--- src/rtl/spi_drive_cmd.sv ---
// SPI-slave receiver for one-byte wheel drive frames (header 4'hA, L[3:2], R[1:0]).
// Optional command watchdog enabled by defining SPI_DRIVE_CMD_WDT_EN.
module spi_drive_cmd #(
  parameter int unsigned     TW      = 16,
  parameter logic [TW-1:0]   TIMEOUT = 16'd30000
) (
  input  logic       clk,
  input  logic       reset,
  input  logic       sck,
  input  logic       mosi,
  input  logic       cs_n,
  output logic [1:0] instr_l,
  output logic [1:0] instr_r,
  output logic       frame_ok,
  output logic       frame_err,
  output logic       timeout
);

  typedef enum logic [1:0] {IDLE, SHIFT, CHECK} state_e;

  state_e     state_q;
  logic [2:0] sck_q;
  logic [2:0] cs_q;
  logic [2:0] mosi_q;
  logic [7:0] shift_q;
  logic [3:0] cnt_q;
  logic [1:0] instr_l_q, instr_r_q;
  logic       frame_ok_q, frame_err_q;

  logic       sck_rise, cs_fall, cs_rise;
  logic       frame_valid;
  logic       wdt_expire;

  function automatic logic [3:0] sat_inc(input logic [3:0] c);
    return (c == 4'd9) ? 4'd9 : c + 4'd1;
  endfunction

  function automatic logic [1:0] remap(input logic [1:0] f);
    return (f == 2'b00) ? 2'b11 : f;
  endfunction

  // Sync chains reset to 0 so a cs_n already low at reset release never looks like a fall.
  // cs stage 3 freezes during CHECK so a fall arriving then is still seen back in IDLE.
  always_ff @(posedge clk or negedge reset) begin
    if (!reset) begin
      sck_q <= 3'b000;
      cs_q  <= 3'b000;
    end else begin
      sck_q      <= {sck_q[1:0], sck};
      cs_q[1:0]  <= {cs_q[0], cs_n};
      if (state_q != CHECK) cs_q[2] <= cs_q[1];
    end
  end

  assign sck_rise = sck_q[1] & ~sck_q[2];
  assign cs_fall  = ~cs_q[1] & cs_q[2];
  assign cs_rise  = cs_q[1] & ~cs_q[2];

  assign frame_valid = (state_q == CHECK) && (cnt_q == 4'd8) && (shift_q[7:4] == 4'hA);

  // Data path: mosi sync chain and frame shift register carry no reset.
  always_ff @(posedge clk) begin
    mosi_q <= {mosi_q[1:0], mosi};
    if (state_q == IDLE && cs_fall) begin
      shift_q <= 8'h00;
    end else if (state_q == SHIFT && !cs_rise && sck_rise) begin
      shift_q <= {shift_q[6:0], mosi_q[2]};
    end
  end

  always_ff @(posedge clk or negedge reset) begin
    if (!reset) begin
      state_q     <= IDLE;
      cnt_q       <= 4'd0;
      instr_l_q   <= 2'b11;
      instr_r_q   <= 2'b11;
      frame_ok_q  <= 1'b0;
      frame_err_q <= 1'b0;
    end else begin
      frame_ok_q  <= 1'b0;
      frame_err_q <= 1'b0;
      if (wdt_expire) begin
        instr_l_q <= 2'b11;
        instr_r_q <= 2'b11;
      end
      case (state_q)
        IDLE: begin
          if (cs_fall) begin
            cnt_q   <= 4'd0;
            state_q <= SHIFT;
          end
        end
        SHIFT: begin
          if (cs_rise) begin
            state_q <= CHECK;
          end else if (sck_rise) begin
            cnt_q <= sat_inc(cnt_q);
          end
        end
        CHECK: begin
          state_q <= IDLE;
          if (frame_valid) begin
            instr_l_q  <= remap(shift_q[3:2]);
            instr_r_q  <= remap(shift_q[1:0]);
            frame_ok_q <= 1'b1;
          end else begin
            frame_err_q <= 1'b1;
          end
        end
        default: state_q <= IDLE;
      endcase
    end
  end

`ifdef SPI_DRIVE_CMD_WDT_EN
  logic [TW-1:0] wdt_q;
  logic          timeout_q;

  // A valid frame on the expiry edge wins: counter reloads and timeout stays low.
  assign wdt_expire = !frame_valid && (wdt_q == TIMEOUT - TW'(1));

  always_ff @(posedge clk or negedge reset) begin
    if (!reset) begin
      wdt_q     <= '0;
      timeout_q <= 1'b0;
    end else if (frame_valid) begin
      wdt_q     <= '0;
      timeout_q <= 1'b0;
    end else if (wdt_q != TIMEOUT) begin
      wdt_q <= wdt_q + TW'(1);
      if (wdt_expire) timeout_q <= 1'b1;
    end
  end

  assign timeout = timeout_q;
`else
  assign wdt_expire = 1'b0;
  assign timeout    = 1'b0;
`endif

  assign instr_l   = instr_l_q;
  assign instr_r   = instr_r_q;
  assign frame_ok  = frame_ok_q;
  assign frame_err = frame_err_q;

endmodule

--- config.mk ---
export PLATFORM = sky130hd
export DESIGN_NAME = spi_drive_cmd
export DESIGN_NICKNAME = d
export VERILOG_FILES = /design/src/rtl/spi_drive_cmd.sv
export SDC_FILE = /design/constraint.sdc
export NUM_CORES = 1
export LEC_CHECK = 0
export ABC_AREA = 1
export ABC_CLOCK_PERIOD_IN_PS = 2930
export BUFFER_PORTS_ARGS = -buffer_cell sky130_fd_sc_hd__buf_2
export CORE_UTILIZATION = 40
export CTS_BUF_LIST = sky130_fd_sc_hd__clkbuf_8 sky130_fd_sc_hd__clkbuf_16
export CTS_CLUSTER_SIZE = 40
export DETAILED_ROUTE_END_ITERATION = 7
export PLACE_DENSITY = 0.65
export SETUP_SLACK_MARGIN = 0.1
export SLEW_MARGIN = 25
export SYNTH_ARGS = -nofsm -noshare
export SYNTH_HDL_FRONTEND = slang
export SYNTH_SLANG_ARGS = --single-unit
export TNS_END_PERCENT = 100
--- constraint.sdc ---
create_clock -name clk -period 2.93 [get_ports clk]
set_clock_uncertainty 0.15 [all_clocks]
set_input_delay 0.879 -clock clk [delete_from_list [all_inputs] [get_ports clk]]
set_output_delay 0.879 -clock clk [all_outputs]
set_load 0.01 [all_outputs]
==> impl_metrics.ini, run 1 <==
[pwr]
report.power.total_mw = 1.264
vdd_drop_max_mv = 0.3671
power_leakage_nw = 0.7493
p_per_area_nw_per_um2 = 858.9

[global_routing]
grt_pass1_wl_mm = 3.801
global_route.usage.total_pct = 15.37
largest_net_degree_at_the_start_of_global_routing = 19
first_global_vias = 943
antenna_found_initial = 0
grt.overflow.total = 0

[clocking]
tritoncts_num_sinks = 29
ctsHoldBuffers = 0
cts_tree = done
h-tree-depth = 2
post-cts-setup-buffer-count = 0
ctsRootBufferMaster = sky130_fd_sc_hd__clkbuf_8
clkLatencyLatePin_ns = 0.28
cts.repair.resized = 0
clk_path_buf_depth = 2
cts_buffers = 5
path_clk_slew_ns = 0.06

[finish]
antenna-diode-count = 0
nets = 182
sequential_cell_area_um2 = 675.6
final_common_cell = sky130_fd_sc_hd__nand2_1
area_growth_syn_to_layout_pct = 14.73
post_route_cells_drive_above_1_share_pct = 19.66
multiInputGateArea_um2 = 521.8
layout_common_cells = sky130_fd_sc_hd__nand2_1 (53), sky130_fd_sc_hd__nor2_1 (24), sky130_fd_sc_hd__inv_1 (17), sky130_fd_sc_hd__nand3_1 (17), sky130_fd_sc_hd__dfrtp_1 (14)
num-fill-cells = 322

[placed_design]
placement.setup.worst_slack_ns = 1.276
portBuffers = 10
place.gp.congestion = 0.7755
place_hpwl_mm = 1.546

[detailed_routing]
route.vias.total = 1000
route.antenna.remaining_nets = 0
routed_wire_length_per_instance_um = 9.806
drt_first_pass_iters = 4
detail_route.iter0.violations = 42
post-route-drc-count = 0
drt_wl_total_mm = 2.177
detail_route.vias_per_cell = 4.505

[floorplan]
rows = 20
width_of_the_chip_um = 58.63
die-area_um2 = 3437
floorplan.initialDensity_pct = 42.01
coreArea_um2 = 3053
num_io_pins = 12
die_h_um = 58.63

[synthesis]
ys_warn_count = 0
flip_flop_and_latch_count_after_synthesis = 29
syn_avg_cell_area_um2 = 7.868
fraction_of_the_yosys_area_taken_by_sequential_cells_pct = 52.68
count_of_different_cell_masters_after_synthesis = 20
synth.cell_area_um2 = 1282
synth.net_count = 168
synthCells = 163

[run_status]
outcome = finished, final reports clean

[timing]
holdWs_ns = 0.1764
grt_setup_unrepaired = false
clock.fmax_mhz = 511.6
finalCriticalPeriod_ns = 1.955
timing.setup.tns_ns = 0
timing.final.setup_violations = 0
timing.final.max_slew_violations = 0
timing.final.crit_share_pct = 66.71
final_critical_path_setup_slack_ns = 0.9754
final_hold_viol_count = 0

[worst_hold_path]
min-delay-path-class = register to register

[setup_path]
worst-path-max-fanout = 2
startpoint_type = register
cell_family_with_most_cp_delay = flip-flops
worstSetupEndpointType = output port
worstSetupPathType = register to output port
critical_path.n_buffers_inverters = 1
arrival_ns = 0.93
worst_path_max_delay_cell = sky130_fd_sc_hd__dfstp_2
cp.required_ns = 1.90
worstPathCellList = buf_2
critPathMaxStageDelay_ns = 0.53

[run]
max-cap-violations = 0
## synthesized netlist by cell type, drive strengths merged
cell type,number,area [um^2]
a21oi,4,20.02
buf,3,17.52
conb,1,3.750
dfrtp,14,350.3
dfstp,4,105.1
dfxtp,11,220.2
inv,18,67.56
nand2,57,229.0
nand3,17,85.08
nand4,1,6.260
nor2,31,162.7
nor3,1,10.01
o21ai,1,5.000
## state kept, by name (all words and copies together), names as in the netlist
signal     cells
cnt_q          4
frame_ok       1
shift_q        8
mosi_q         3
state_q        2
frame_err      1
cs_q           3
instr_r        2
sck_q          3
instr_l        2
## cell type report
cell class	count	area share, %
clock buffers	7	6.548
well taps	44	3.741
inverters	18	4.592
multi-input cells	113	35.46
repair buffers	10	3.401
clock inverters	1	0.3401
flip-flops and latches	29	45.92
## through the flow
step | area (um^2) | instances | util [%]
finish | 1471 | 222 | 48.20
global route | 1471 | 222 | 48.20
CTS | 1471 | 222 | 48.20
detailed placement | 1370 | 214 | 44.88
global placement | 1370 | 214 | 44.88
floorplan | 1282 | 163 | -
## final timing paths
path	cells past startpoint	end	slack, ns	start
max in group asynchronous	1	instr_r[0]	1.95	reset
setup / recovery	1	instr_r[0]	0.98	instr_r[0]
hold reg to reg	0	mosi_q[1]	0.18	mosi_q[0]
min in group asynchronous	1	cnt_q[1]	0.36	reset
setup reg to reg	6	shift_q[6]	1.57	state_q[1]
hold / removal	0	mosi_q[1]	0.18	mosi_q[0]
## power by group
group	total, mW	internal, mW	switching [mW]
Clock	0.357	0.212	0.145
Sequential	0.562	0.483	0.0796
Combinational	0.345	0.118	0.227
Total	1.26	0.812	0.451
## per-layer routing
layer	track usage, %	vias up	wire length [um]
li1	-	520	-
met2	24.63	23	976
met4	6.803	0	40
met1	16.97	451	1029
met5	0	-	0
met3	8.132	6	129
## cell families (layout without fill, tap and decap cells)
kind of cell,after synthesis,after routing,synth area share (%)
and+or+nand+nor,107,107,38.44
DFF,29,29,52.68
AOI/OAI and AO/OA,5,5,1.951
other,1,1,0.2924
buffers and inverters,21,36,6.634
No activity file was read; power rests on OpenSTA's default activity.
==> run 2, diff against run 1 <==
--- a/config.mk
+++ b/config.mk
@@ -6,7 +6,7 @@
 export NUM_CORES = 1
 export LEC_CHECK = 0
 export ABC_AREA = 1
-export ABC_CLOCK_PERIOD_IN_PS = 2930
+export ABC_CLOCK_PERIOD_IN_PS = 1950
 export BUFFER_PORTS_ARGS = -buffer_cell sky130_fd_sc_hd__buf_2
 export CORE_UTILIZATION = 40
 export CTS_BUF_LIST = sky130_fd_sc_hd__clkbuf_8 sky130_fd_sc_hd__clkbuf_16
==> constraint.sdc (replaced) <==
create_clock -name clk -period 1.95 [get_ports clk]
set_clock_uncertainty 0.15 [all_clocks]
set_input_delay 0.585 -clock clk [delete_from_list [all_inputs] [get_ports clk]]
set_output_delay 0.585 -clock clk [all_outputs]
set_load 0.01 [all_outputs]
==> run 2 against run 1 <==
Net effect: highest routed layer unchanged; routed wire length decreased by 6.2%; die area unchanged; non-clock buffer count unchanged; largest power group unchanged; global-route usage decreased by 1.2 points; critical endpoint unchanged; sequential cell count unchanged; setup slack got worse by 0.68 ns; sequential power increased by 50%; cell count unchanged.
==> impl_metrics.ini, run 2 (same netlist as run 1, synthesis figures left out) <==
[setup_path]
cell_family_with_most_cp_delay = flip-flops
rr_endpoint = shift_q[4]
worstSetupEndpointType = output port
cp.required_ns = 1.21
critical_path.n_buffers_inverters = 1
startpoint_type = register
worstSetupPathType = register to output port
reg2reg_depth = 6
arrival_ns = 0.92
critPathMaxStageDelay_ns = 0.53
regToRegSetupSlack_ns = 0.59
worst_path_max_delay_cell = sky130_fd_sc_hd__dfstp_2
worstReg2RegStart = state_q[1]
worstPathCellList = buf_2
worst-path-max-fanout = 2

[detailed_routing]
detail_route.iter0.violations = 46
post-route-drc-count = 0
detail_route.vias_per_cell = 4.541
route.antenna.remaining_nets = 0
drt_wl_total_mm = 2.042
drt_first_pass_iters = 4
routed_wire_length_per_instance_um = 9.198
route.vias.total = 1008

[run]
max-cap-violations = 0

[clocking]
tritoncts_num_sinks = 29
ctsHoldBuffers = 0
cts.repair.resized = 0
post-cts-setup-buffer-count = 0
ctsRootBufferMaster = sky130_fd_sc_hd__clkbuf_8
h-tree-depth = 2
clk_path_buf_depth = 2
cts_buffers = 5
cts_tree = done
path_clk_slew_ns = 0.06
clkLatencyLatePin_ns = 0.27

[pwr]
power.switching_uw = 656.4
fraction_of_power_consumed_by_combinational_cells_pct = 26.9
power_frac_seq_pct = 44.8
vdd_drop_max_mv = 0.4636
p_per_area_nw_per_um2 = 1276
power_leakage_nw = 0.7493
p_clk_share_pct = 28.3
power_switching_share_pct = 34.97
report.power.total_mw = 1.877
power_report.internal_total_mw = 1.221

[floorplan]
floorplan.initialDensity_pct = 42.01
die-area_um2 = 3437
rows = 20
coreArea_um2 = 3053
width_of_the_chip_um = 58.63
num_io_pins = 12
die_h_um = 58.63

[finish]
area_growth_syn_to_layout_pct = 14.73
multiInputGateArea_um2 = 521.8
final_common_cell = sky130_fd_sc_hd__nand2_1
num-fill-cells = 308
antenna-diode-count = 0
largest_reg_flops = 8
nets = 182
sequential_cell_area_um2 = 675.6
largest_registers_ranked_by_flip_flop_count = shift_q x8, cnt_q x4
post_route_cells_drive_above_1_share_pct = 19.66
post-route-util_pct = 48.20
top_register = shift_q
layout_common_cells = sky130_fd_sc_hd__nand2_1 (53), sky130_fd_sc_hd__nor2_1 (24), sky130_fd_sc_hd__inv_1 (17), sky130_fd_sc_hd__nand3_1 (17), sky130_fd_sc_hd__dfrtp_1 (14)

[run_status]
outcome = finished, final reports clean

[placed_design]
portBuffers = 10
place.gp.congestion = 0.7900
place_hpwl_mm = 1.553

[timing]
timing.final.max_slew_violations = 0
clock.fmax_mhz = 603.9
final_hold_viol_count = 0
finalCriticalPeriod_ns = 1.656
timing.final.setup_violations = 0
timing.final.crit_share_pct = 84.92
timing.setup.tns_ns = 0
grt_setup_unrepaired = false

[global_routing]
largest_net_degree_at_the_start_of_global_routing = 19
grt.overflow.total = 0
grt_pass1_wl_mm = 3.519
global_route.usage.total_pct = 14.18
first_global_vias = 843
antenna_found_initial = 0

[worst_hold_path]
min-delay-path-class = input pin to asynchronous set/reset pin
[run 2: cell counts in the layout (fill, tap and decap cells not counted)]
Identical to the previous run, type by type.
[run 2: layout make-up]
type,count,share of cell area [%]
Timing Repair Buffer,10,3.401
Inverter,18,4.592
Multi-Input combinational cell,113,35.46
Clock inverter,1,0.3401
Clock buffer,7,6.548
Sequential cell,29,45.92
Tap cell,44,3.741
[run 2: worst max path at each step]
| stage | startpoint | end | slack [ns] | cells after the start |
|---|---|---|---|---|
| after floorplan | instr_l[0] | instr_l[0] | 0.69 | 0 |
| after global placement | instr_r[1] | instr_r[1] | 0.59 | 1 |
| after detailed placement | instr_r[0] | instr_r[0] | 0.59 | 1 |
| after CTS | instr_r[0] | instr_r[0] | 0.28 | 1 |
| after global routing | instr_l[1] | instr_l[1] | 0.25 | 1 |
| final | instr_r[0] | instr_r[0] | 0.29 | 1 |
[run 2: per-stage QoR]
stage | worst slack, ns | area, um^2 | hold WS [ns] | std cells
3_3_place_gp | 0.5946 | 1370 | 0.1603 | 214
5_1_grt | 0.2534 | 1471 | 0.1050 | 222
4_1_cts | 0.2818 | 1471 | 0.08346 | 222
3_5_place_dp | 0.5865 | 1370 | 0.1720 | 214
2_1_floorplan | 0.6863 | 1282 | 0.1394 | 163
6_report | 0.2941 | 1471 | 0.08045 | 222
[run 2: metal layers]
layer,routed length (um),global-route usage [%]
met5,0,0
met4,28,8.163
met3,114,5.495
met2,986,22.82
met1,912,16.06
[run 2: power by group through the flow]
stage / clock [mW] / sequential (mW) / combinational [mW]
2_1_floorplan: 0 / 0.808 / 0.451
3_3_place_gp: 0 / 0.844 / 0.498
3_5_place_dp: 0 / 0.853 / 0.510
4_1_cts: 0.544 / 0.842 / 0.511
5_1_grt: 0.575 / 0.861 / 0.583
6_report: 0.531 / 0.842 / 0.505
